**config.mk**
```make
export PLATFORM = sky130hd
export DESIGN_NAME = mux2_arbiter
export DESIGN_NICKNAME = d
export VERILOG_FILES = /design/src/rtl/mux2_arbiter.sv
export SDC_FILE = /design/constraint.sdc
export NUM_CORES = 1
export LEC_CHECK = 0
export CAP_MARGIN = 20
export CORE_ASPECT_RATIO = 1.25
export CORE_MARGIN = 2
export CORE_UTILIZATION = 43
export CTS_BUF_LIST = sky130_fd_sc_hd__clkbuf_4 sky130_fd_sc_hd__clkbuf_8 sky130_fd_sc_hd__clkbuf_16
export CTS_CLUSTER_SIZE = 10
export DETAILED_ROUTE_END_ITERATION = 10
export PLACE_DENSITY = 0.85
export SYNTH_ARGS = -nofsm -noshare
export SYNTH_HDL_FRONTEND = slang
export SYNTH_SLANG_ARGS = --single-unit
```
**constraint.sdc**
```tcl
create_clock -name clk -period 2.85 [get_ports clk]
set_input_delay 0.57 -clock clk [delete_from_list [all_inputs] [get_ports clk]]
set_output_delay 0.57 -clock clk [all_outputs]
set_load 0.05 [all_outputs]
```
**src/rtl/mux2_arbiter.sv**
```systemverilog
// Round-robin two-requester arbiter driving the one-hot selects of a shared 32-bit mux into a registered output stage.
// Optional ARB_STATS_EN macro adds per-requester accepted-transfer counters with a synchronous clear.
module mux2_arbiter #(
    parameter int unsigned DATA_WIDTH = 32,
    parameter int unsigned MAX_BURST  = 4,
    parameter int unsigned CNT_W      = 8
) (
    input  logic                  clk,
    input  logic                  rst_n,
    input  logic                  a_valid,
    input  logic [DATA_WIDTH-1:0] a_data,
    output logic                  a_ready,
    input  logic                  b_valid,
    input  logic [DATA_WIDTH-1:0] b_data,
    output logic                  b_ready,
    output logic                  sel1,
    output logic                  sel2,
    output logic                  out_valid,
    output logic [DATA_WIDTH-1:0] out_data,
    input  logic                  out_ready,
`ifdef ARB_STATS_EN
    input  logic                  stats_clr,
    output logic [31:0]           a_count,
    output logic [31:0]           b_count,
`endif
    output logic                  out_src
);

    typedef enum logic [1:0] {
        IDLE  = 2'd0,
        OWN_A = 2'd1,
        OWN_B = 2'd2
    } state_t;

    localparam logic [CNT_W-1:0] LAST_BEAT = CNT_W'(MAX_BURST - 1);

    state_t                  state, state_nxt;
    logic                    rr_ptr, rr_ptr_nxt;
    logic [CNT_W-1:0]        burst_cnt, burst_cnt_nxt;
    logic                    can_load;
    logic                    a_xfer, b_xfer, load;
    logic [DATA_WIDTH-1:0]   mux_data;

    // Selects decode the state register directly so they stay glitch-free.
    always_comb begin
        sel1     = (state == OWN_A);
        sel2     = (state == OWN_B);
        can_load = !out_valid || out_ready;
        a_ready  = sel1 && can_load;
        b_ready  = sel2 && can_load;
        a_xfer   = a_valid && a_ready;
        b_xfer   = b_valid && b_ready;
        load     = a_xfer || b_xfer;
        mux_data = ({DATA_WIDTH{sel1}} & a_data) | ({DATA_WIDTH{sel2}} & b_data);
    end

    always_comb begin
        state_nxt     = state;
        rr_ptr_nxt    = rr_ptr;
        burst_cnt_nxt = burst_cnt;
        case (state)
            IDLE: begin
                if (a_valid && b_valid) state_nxt = rr_ptr ? OWN_B : OWN_A;
                else if (a_valid)       state_nxt = OWN_A;
                else if (b_valid)       state_nxt = OWN_B;
            end
            OWN_A: begin
                if (a_xfer) begin
                    if (burst_cnt == LAST_BEAT) begin
                        burst_cnt_nxt = '0;
                        if (b_valid) begin
                            state_nxt  = OWN_B;
                            rr_ptr_nxt = 1'b1;
                        end
                    end else begin
                        burst_cnt_nxt = burst_cnt + CNT_W'(1);
                    end
                end else if (!a_valid) begin
                    burst_cnt_nxt = '0;
                    rr_ptr_nxt    = 1'b1;
                    state_nxt     = b_valid ? OWN_B : IDLE;
                end
            end
            OWN_B: begin
                if (b_xfer) begin
                    if (burst_cnt == LAST_BEAT) begin
                        burst_cnt_nxt = '0;
                        if (a_valid) begin
                            state_nxt  = OWN_A;
                            rr_ptr_nxt = 1'b0;
                        end
                    end else begin
                        burst_cnt_nxt = burst_cnt + CNT_W'(1);
                    end
                end else if (!b_valid) begin
                    burst_cnt_nxt = '0;
                    rr_ptr_nxt    = 1'b0;
                    state_nxt     = a_valid ? OWN_A : IDLE;
                end
            end
            default: state_nxt = IDLE;
        endcase
    end

    always_ff @(posedge clk) begin
        if (!rst_n) begin
            state     <= IDLE;
            rr_ptr    <= 1'b0;
            burst_cnt <= '0;
            out_valid <= 1'b0;
            out_data  <= '0;
            out_src   <= 1'b0;
        end else begin
            state     <= state_nxt;
            rr_ptr    <= rr_ptr_nxt;
            burst_cnt <= burst_cnt_nxt;
            if (load) begin
                out_data  <= mux_data;
                out_valid <= 1'b1;
                out_src   <= sel2;
            end else if (out_ready) begin
                out_valid <= 1'b0;
            end
        end
    end

`ifdef ARB_STATS_EN
    always_ff @(posedge clk) begin
        if (!rst_n || stats_clr) begin
            a_count <= '0;
            b_count <= '0;
        end else begin
            if (a_xfer) a_count <= a_count + 32'd1;
            if (b_xfer) b_count <= b_count + 32'd1;
        end
    end
`endif

endmodule

```
== Yosys cells after proc, flatten, opt, wreduce, memory -nomap -nowiden ==
Cells that the tools add are included.

* Logic and storage cells: 64
* Input port bits: 69
* Flip-flop bits (word level): 45
* Output and inout bits: 38

* $add $sub $neg: 1
* Reductions and logical operators: 14
* Equality and inequality tests: 9
* Mux-type cells: 31
* Bitwise logic cells: 3

{| class="wikitable"
|+ Operators by type and width
! kind !! count
|-
| 32-bit bitwise AND || 2
|-
| 8-bit 2-to-1 mux || 5
|-
| 32-bit OR || 1
|-
| 2-bit 2-to-1 mux || 12
|-
| 8-bit one-hot mux with 2 select lines || 1
|-
| 3-bit by 2-bit != test with 1-bit output (second input constant) || 4
|-
| 1-bit 2-to-1 mux || 11
|-
| 8-bit by 1-bit adder with 8-bit output (second input constant) || 1
|-
| 8-bit by 2-bit == test with 1-bit output (second input constant) || 1
|-
| 7-bit AND reduction || 1
|-
| 3-bit != test (second input constant) || 2
|-
| 2-bit one-hot mux with 3 select lines || 1
|-
| 1-bit logical AND || 5
|-
| 5-bit AND reduction || 1
|-
| 2-bit nonzero test || 2
|-
| 3-bit AND reduction || 1
|-
| 2-bit by 1-bit == test with 1-bit output (second input constant) || 1
|-
| 2-bit == test (second input constant) || 1
|-
| 2-bit zero test || 1
|-
| 1-bit logical OR || 2
|-
| 1-bit one-hot mux with 2 select lines || 1
|-
| 1-bit zero test || 1
|}

== Logic depth before layout (Yosys ltp) ==
* Depth in word-level cells: 6
* Gate-level depth with buffers: 8
* Mapped depth without buffers: 6

== Least setup slack after synthesis ==
OpenSTA, ideal clock, no wires.

* Kind: register to output
* From: register state[0]
* To: output b_ready
* Path buffers: 2
* Arrival: 2037 ps
* Cell stages (with the launch flop): 6
* Data required time: 2280 ps
* Path slack: 243 ps
* Cells stage by stage: dfxtp_1 inv_1 ha_1 buf_2 buf_1 and2_1

* Word-level cells in the longest chain between the ends: 2

{| class="wikitable"
|+ Ends and longest elaborated chain
! element !! line !! RTL
|-
| start: declaration || 37 || <nowiki>state_t state, state_nxt;</nowiki>
|-
| start signal: assignment || 114 || <nowiki>state <= state_nxt;</nowiki>
|-
| 2-bit == test || 47 || <nowiki>sel2 = (state == OWN_B);</nowiki>
|-
| named net sel2 || 17 || <nowiki>output logic sel2,</nowiki>
|-
| 1-bit logical AND || 50 || <nowiki>b_ready = sel2 && can_load;</nowiki>
|-
| end: declaration || 15 || <nowiki>output logic b_ready,</nowiki>
|}

The timed path passes the listed nets, and every way through them passes these cells.

== Worst setup path after layout ==
* From: register state[0]
* To: output b_ready

* Word-level cells in the longest chain between the ends: 2

{| class="wikitable"
|+ Ends and longest elaborated chain
! element !! line
|-
| 2-bit == test || 47
|-
| 1-bit logical AND || 50
|}

No other way between the ends.

==> results.cfg <==
[status]
status = completed

[yosys]
yosysMostFrequentCell = nand2_1
syn_inst = 261
synth.top_cells.by_area = dfxtp_1 (42%), nand2_1 (8.6%), a31oi_1 (6.1%)
synth_top_area_share_pct = 41.98
synth_commonest_cells = nand2_1 (49), dfxtp_1 (45), nand3_1 (25)
syn_avg_cell_area_um2 = 8.221
synthArstFlopShare_pct = 0
yosysWarnings = 0
synth_top_area_cell = dfxtp_1
ys.flop_type = dfxtp_1
ys_ff_latch = 45
synth.cell_area_mm2 = 0.002146
yosysSeqAreaShare_pct = 41.98
yosysUniqueCellTypes = 41
synth_fp_nets = 335
synth_edf_count = 0

[setup_path]
path_class = flop to primary output
crit_slowest_cell = ha_1
crit_path_end_kind = primary output
cp_top_family = buffers and inverters
worst_setup_path_start_kind = flop
cp_cell_sequence = inv_1 > ha_1 > buf_4 > and2_1 > buf_12
worst-path-buf-inv = 3
crit_required_ns = 2.28
cp.arrival_ns = 1.98
cp_max_fo = 27
max_stage_delay_ns = 0.47

[drt]
ant_nets = 0
viasPerCell = 5.511
wl_per_cell_um = 15.18
num_vias = 2342
firstDrtPassIters = 4
routed_wl_um = 6450
drt_iter0_drc = 142
drc = 0

[sta]
max_slew_margin_pct = 51.03
finalWorstSetupSlack_ns = 0.3039
clock-skew-final_ns = 0.004594
setup-violations-final = 0
hold_viol = 0
timing.fmax_mhz = 392.8
finalCritPeriodShare_pct = 89.34
report.final.slew_viol_count = 0
tightest_slew_ns = 0.7331
final.setup.tns_ns = 0
rsz0062_at_grt = no
finalCriticalPeriod_ns = 2.546

[finish]
area_growth_pct = 57.26
nets = 438
stdcell_area_mm2 = 0.003374
layout-drive-gt1-share_pct = 7.671
n_antenna_cell = 0
utilization_pct = 70.82

[floorplanning]
io_pins = 107
die_w_um = 67.19
initial_core_util_pct = 45.04
core_area_mm2 = 0.004765
die-area_mm2 = 0.005575
die_h_um = 82.98
rows = 28

[global_route]
grt.overflow.total = 0
grt_usage_pct = 23.59
first_global_vias = 2248
grt_pass1_wl_um = 10470
antenna_found_initial = 0
grt_max_degree = 29

[hold_path]
hold_class = flop to flop

[power_and_ir_drop]
irDropWorstVdd_mv = 0.4527
cellLeakagePower_nw = 1.180
power_density_mw_per_mm2 = 752.5
p_total_mw = 2.539

[cts]
clkSinkCount = 45
clk_transition_reported_paths_ns = 0.08
cts_setup_buffers = 0
ctsHoldBuffers = 0
cts_made_buffers = 5
cts_resized = 0
cts-root-buf = clkbuf_8
cts_htree_levels = 2
clockBufferDepth = 2
clk_latency_ns = 0.30
cts_tree = built

[placed_design]
routabilityCongestion = 0.8865
io_buffers = 106
post-place-ws_ns = 0.4219
placed_area_mm2 = 0.003288
dp_hpwl_um = 4830

[run]
cap_violations = 0
==> power breakdown <==
group | switching (mW) | internal, mW
clock network | 0.219 | 0.169
registers | 0.0676 | 0.744
logic | 0.837 | 0.502
==> state kept, by name (all words and copies together) (netlist names) <==
signal,flops
rr_ptr,1
out_data,32
burst_cnt,8
state,2
out_valid,1
out_src,1
==> cells by family (layout without fill, tap and decap cells) <==
family | Yosys count | in the layout | share of synthesized area [%]
DFF | 45 | 45 | 41.98
buffers and inverters | 25 | 129 | 5.597
xor gates and xnor gates | 6 | 6 | 2.449
and+or+nand+nor | 120 | 120 | 25.02
adders and majority gates | 5 | 5 | 2.915
AOI/OAI and AO/OA | 58 | 58 | 21.11
muxes | 2 | 2 | 0.9330
==> worst min-delay path: cells and delay by family (launching register included) <==
kind | cells | cell delay [ns]
and+or+nand+nor | 1 | 0.05
AOI/OAI and AO/OA | 1 | 0.06
DFF | 1 | 0.32
==> area by class of cell <==
type	instances	area (um^2)
Fill cell	389	1390
Clock buffer	5	68.82
Timing Repair Buffer	116	1164
Clock inverter	3	17.52
Tap cell	60	75.07
Sequential cell	45	900.9
Inverter	5	18.77
Multi-Input combinational cell	191	1130
==> final timing paths <==
path	start	end	slack, ns	cells past startpoint
worst max register to register	state[0]	out_data[14]	0.65	7
worst min register to register	out_src	out_src	0.47	2
worst max-delay path	state[0]	b_ready	0.30	5
worst min-delay path	out_src	out_src	0.47	2
==> cells in the final DEF, fill, tap and decap left out, types with 2 or more instances in the layout <==
cell             netlist  routed
a31oi_1               21      21
dfxtp_1               45      45
o211ai_1               2       2
o21ai_0                3       3
a41o_1                 2       2
nor3_1                14      14
a21oi_1                6       6
nand2_1               49      49
a21boi_0               2       2
a221oi_1              13      13
nand2b_1               2       2
clkbuf_8               0       5
clkdlybuf4s50_1        0     102
buf_12                 0       3
ha_1                   5       5
and2_1                 2       2
mux2i_1                2       2
inv_1                  4       4
xor2_1                 3       3
xnor2_1                3       3
clkinv_2               0       2
buf_4                  2      11
nand3_1               25      25
nor2_1                20      20
a211oi_1               2       2
==> per-layer routing <==
metal  global-route usage [%]  part of all wire (%)
met1                    27.33                    39
met5                        0                     0
met3                    6.775                   7.8
met4                    6.494                   2.1
met2                    41.13                    51
==> stage by stage <==
stage	hold slack, ns	instances
2_1_floorplan	0.4486	261
3_3_place_gp	0.4415	417
3_5_place_dp	0.4673	417
4_1_cts	0.4788	425
5_1_grt	0.4978	425
6_report	0.4707	425
(Power assumes the default switching activity.)
==> RTL change 1, RTL diff (same settings) <==
The 3 states of `state_t` get a one-hot encoding in 3 bits.
--- a/src/rtl/mux2_arbiter.sv
+++ b/src/rtl/mux2_arbiter.sv
@@ -26,10 +26,10 @@
     output logic                  out_src
 );
 
-    typedef enum logic [1:0] {
-        IDLE  = 2'd0,
-        OWN_A = 2'd1,
-        OWN_B = 2'd2
+    typedef enum logic [2:0] {
+        IDLE  = 3'b001,
+        OWN_A = 3'b010,
+        OWN_B = 3'b100
     } state_t;
 
     localparam logic [CNT_W-1:0] LAST_BEAT = CNT_W'(MAX_BURST - 1);
Function: same outputs for any inputs over 10 cycles, from zero or initial values and one cycle with rst_n low; not proved beyond that.
==> RTL change 1 against the unedited design <==
Worst setup slack worse by 0.0039 ns; largest cell class unchanged; critical endpoint is now sel2; routed wire length up 2.6%; sequential cell count up 1; die area up 4.1%; area after synthesis up 4.4%; cell area up 1.7%; first-iteration DRC count up 18%.
Power is not compared: it rests on default switching activity, and its combinational part moved more than twofold at a synthesized area within 25%.
==> RTL change 1: results (changes against the unedited design) <==
NonClk Buf Share: 0.328 (-0.0167)
Met3 WL: 676 um (+35%)
CP max FO: 11 (-59%)
Synth area leaders: dfxtp_1, a211oi_1, a221oi_1
Routability-driven placement congestion ratio: 0.853 (-3.7%)
Non-clock inverter count: 40 (+35)
Synth top cells by count: dfxtp_1, a211oi_1, inv_1
CP max stage cell: clkdlybuf4s50_1
Utilization after layout: 0.680 (-0.0278)
WL/cell: 15.8 um (+4.3%)
Status: finished clean
Pre-CTS setup slack: 0.280 ns (-0.142 ns)
Biggest regs: out_data (32), burst_cnt (8), state (3)
R2R cell count: 4 (-3)
Sequential cell area: 921 um2 (+2.2%)
Pin count of the biggest net entering global routing: 43 (+48%)
Vias in the first global route: 2,294 (+2.0%)
R2r setup slk: 0.55 ns (-0.10 ns)
First-pass GRT wire length: 10,700 um (+2.3%)
Final worst path period share: 0.895 (+0.00138)
Vias: 2,350 (+0.34%)
Iter 0 DRT Violations: 167 (+18%)
Post-DP Area: 0.00334 mm2 (+1.5%)
Post-synth net total: 327 (-2.4%)
# placed instances: 410 (-1.7%)
Crit path largest cell delay: 0.86 ns (+0.39 ns)
Setup crit end: sel2
Reg2Reg Launch Point: state[1]
Slew @ Worst Pin: 0.646 ns (-0.0875 ns)
CLK BUF: 6 (+1)
Seq_cells: 46 (+2.2%)
Hold slack: 0.448 ns (-0.0226 ns)
==> RTL change 1: report_power, final <==
part,total [mW],internal [mW],switching (mW)
logic,0.372,0.178,0.194
registers,0.706,0.672,0.0341
clock network,0.420,0.195,0.224
total,1.50,1.05,0.452
==> RTL change 1: kinds of logic after synthesis <==
kind of cell | share of synthesized area
and+or+nand+nor | 0.112
AOI/OAI and AO/OA | 0.331
DFF | 0.411
adders and majority gates | 0.00559
xor gates and xnor gates | 0.00782
muxes | 0.0145
buffers and inverters | 0.118
==> RTL change 1: layer usage <==
metal | track usage | vias up
met2 | 0.381 | 117
met1 | 0.283 | 1063
met3 | 0.0925 | 13
met5 | 0 | -
li1 | - | 1157
met4 | 0.105 | 0
==> RTL change 1: tightest hold or removal path: cells and delay by family, from the launching register on <==
family                 cells  cell delay (ns)
AOI/OAI and AO/OA          1             0.05
buffers and inverters      1             0.04
DFF                        1             0.32
==> RTL change 2, RTL diff (same flow settings) <==
Without the edit above. Set the parameter `CNT_W` to 12 (it was 8).
--- a/src/rtl/mux2_arbiter.sv
+++ b/src/rtl/mux2_arbiter.sv
@@ -3,7 +3,7 @@
 module mux2_arbiter #(
     parameter int unsigned DATA_WIDTH = 32,
     parameter int unsigned MAX_BURST  = 4,
-    parameter int unsigned CNT_W      = 8
+    parameter int unsigned CNT_W      = 12
 ) (
     input  logic                  clk,
     input  logic                  rst_n,
Function: no difference found for any inputs over 10 cycles, from zero or initial values and one cycle with rst_n low; that may be too few to reach the edited logic, so the function may still have changed.
==> RTL change 2 against the unedited design <==
First-iteration DRC count rose by 4.2%; cell area rose by 8.5%; area after synthesis increased by 12%; worst setup slack better by 0.10 ns; sequential cell count is 4 higher; sequential share of layout area is 0.098 points higher; total power is 23% higher; worst hold slack gained 0.030 ns; clock power rose by 9.8%; routed wire length grew 5.9%; largest cell class is now multi-input gates.
==> RTL change 2: results (changes against the unedited design) <==
Post-CTS sizing: 0 (unchanged)
R2r setup slk: 0.56 ns (-0.09 ns)
Ratio of cells with drive above 1 in the final layout: 0.0741 (-0.00264)
Slew @ Worst Pin: 0.726 ns (-0.00699 ns)
Vias/cell: 5.64 (+2.3%)
Post-Syn Instances: 279 (+6.9%)
Synth warn: 0 (unchanged)
CP max FO: 35 (+30%)
Post-synth net total: 353 (+5.4%)
Synth top cells by count: dfxtp_1, nor2_1, a22oi_1
Hold Startpoint: out_data[2]
Hold Crit Depth: 2 (unchanged)
Total Routed Length: 6830 um (+5.9%)
Number of fill cells: 441 (+13%)
Pre-antenna DRT Iters: 5 (+1)
Initial antenna violation count: 0 (unchanged)
Worst VDD drop: 0.000507 V (+12%)
Iter 0 DRT Violations: 148 (+4.2%)
Critical Path AT: 1.87 ns (-0.11 ns)
Switching Share: 0.455 (+0.0122)
Worst-Skew Late Latency: 0.30 ns (about the same)
Total CTS buffers: 5 (unchanged)
Clock Tree Buf Depth: 2 (unchanged)
P_leak: 1.30 nW (+9.8%)
DP HPWL: 5040 um (+4.3%)
Routability-driven placement congestion ratio: 0.887 (about the same)
R2R cell count: 6 (-1)
Sequential area share after synthesis: 0.409 (-0.0111)
Reg2Reg Capture Point: burst_cnt[5]
Nets: 451 (+3.0%)
Post-DP Area: 0.00356 mm2 (+8.4%)
Root buffer cell: clkbuf_8
# Post-CTS Setup Buffers: 0 (unchanged)
Hold slack: 0.501 ns (+0.0304 ns)
Asr flop ratio synth: 0 (unchanged)
Status: finished clean
Min-Delay Endpoint: out_data[2]
CTS clk-pin slew, worst paths: 0.09 ns
Vias in the first global route: 2,506 (+11%)
# placed instances: 434 (+4.1%)
Hold crit path type: reg -> reg
Power share of the combinational group: 0.568 (+0.041)
CTS H-tree lvls: 2 (unchanged)
Tot GR Track Use: 0.224 (-0.0114)
Number of remaining DRC errors: 0 (unchanged)
Reg2Reg Launch Point: state[0]
Port bufs: 106 (unchanged)
N_diodes: 0 (unchanged)
First-pass GRT wire length: 11,100 um (+6.3%)
Biggest regs: out_data (32), burst_cnt (12), state (2)
Clock Skew: 0.00670 ns (+0.00211 ns)
Synth area leaders: dfxtp_1, a22oi_1, a211oi_1
WL/cell: 15.5 um (+1.8%)
Netlist cell types: 47 (+15%)
Pin count of the biggest net entering global routing: 43 (+48%)
==> RTL change 2: cell types whose count changed in the layout (fill, tap and decap cells not counted), moves of 4 or more <==
cell,before,now
nand2_1,49,16
buf_4,11,6
nor2_1,20,36
a31oi_1,21,2
a221oi_1,13,1
a211oi_1,2,28
a22oi_1,0,33
nand3_1,25,13
o211a_1,0,4
dfxtp_1,45,49
nor3_1,14,4
==> RTL change 2: metal layers <==
layer,up-vias,global-route usage,wire length (um)
li1,1243,-,-
met1,1114,0.243,2640
met2,120,0.385,3300
met3,15,0.0938,733
met4,0,0.0995,161
met5,-,0,0
==> RTL change 2: critical path, cell delays in order, from the launching register on <==
cell and delay, ns:
dfxtp_1 0.34, inv_1 0.10, ha_1 0.32, buf_4 0.40, and2_1 0.24, buf_12 0.15
==> RTL change 2: worst max path at each step <==
stage	slack, ns	startpoint	end	cells past startpoint
6_report	0.41	state[0]	b_ready	5
5_1_grt	0.29	state[0]	b_ready	5
4_1_cts	0.41	state[0]	b_ready	5
3_5_place_dp	0.27	b_valid	burst_cnt[5]	5
3_3_place_gp	0.35	b_valid	burst_cnt[5]	5
2_1_floorplan	0.30	state[0]	b_ready	5
==> RTL change 2: power by group through the flow <==
stage	sequential (mW)	combinational, mW	clock (mW)
global route	0.936	1.90	0.469
detailed placement	0.937	1.77	0
CTS	0.921	1.78	0.439
global placement	0.927	1.74	0
finish	0.920	1.77	0.427
floorplan	1.38	0.714	0
==> RTL change 2: per-stage QoR <==
| stage | util | setup slack (ns) |
|---|---|---|
| after global routing | 0.677 | 0.286 |
| after CTS | 0.677 | 0.412 |
| after global placement | 0.659 | 0.352 |
| after floorplan | - | 0.297 |
| final | 0.677 | 0.408 |
| after detailed placement | 0.659 | 0.266 |
==> RTL change 2: logic make-up after synthesis <==
kind of cell / synth area share
and+or+nand+nor: 0.201
buffers and inverters: 0.0448
adders and majority gates: 0.0261
DFF: 0.409
AOI/OAI and AO/OA: 0.303
muxes: 0.00834
xor gates and xnor gates: 0.00730
==> RTL change 2: area by class of cell <==
class / instances / area (um2) / area share
flip-flops and latches: 49 / 981 / 0.268
repair buffers: 113 / 1170 / 0.319
multi-input cells: 203 / 1320 / 0.360
inverters: 5 / 18.8 / 0.00513
clock buffers: 6 / 82.6 / 0.0226
well taps: 64 / 80.1 / 0.0219
clock inverters: 2 / 13.8 / 0.00376
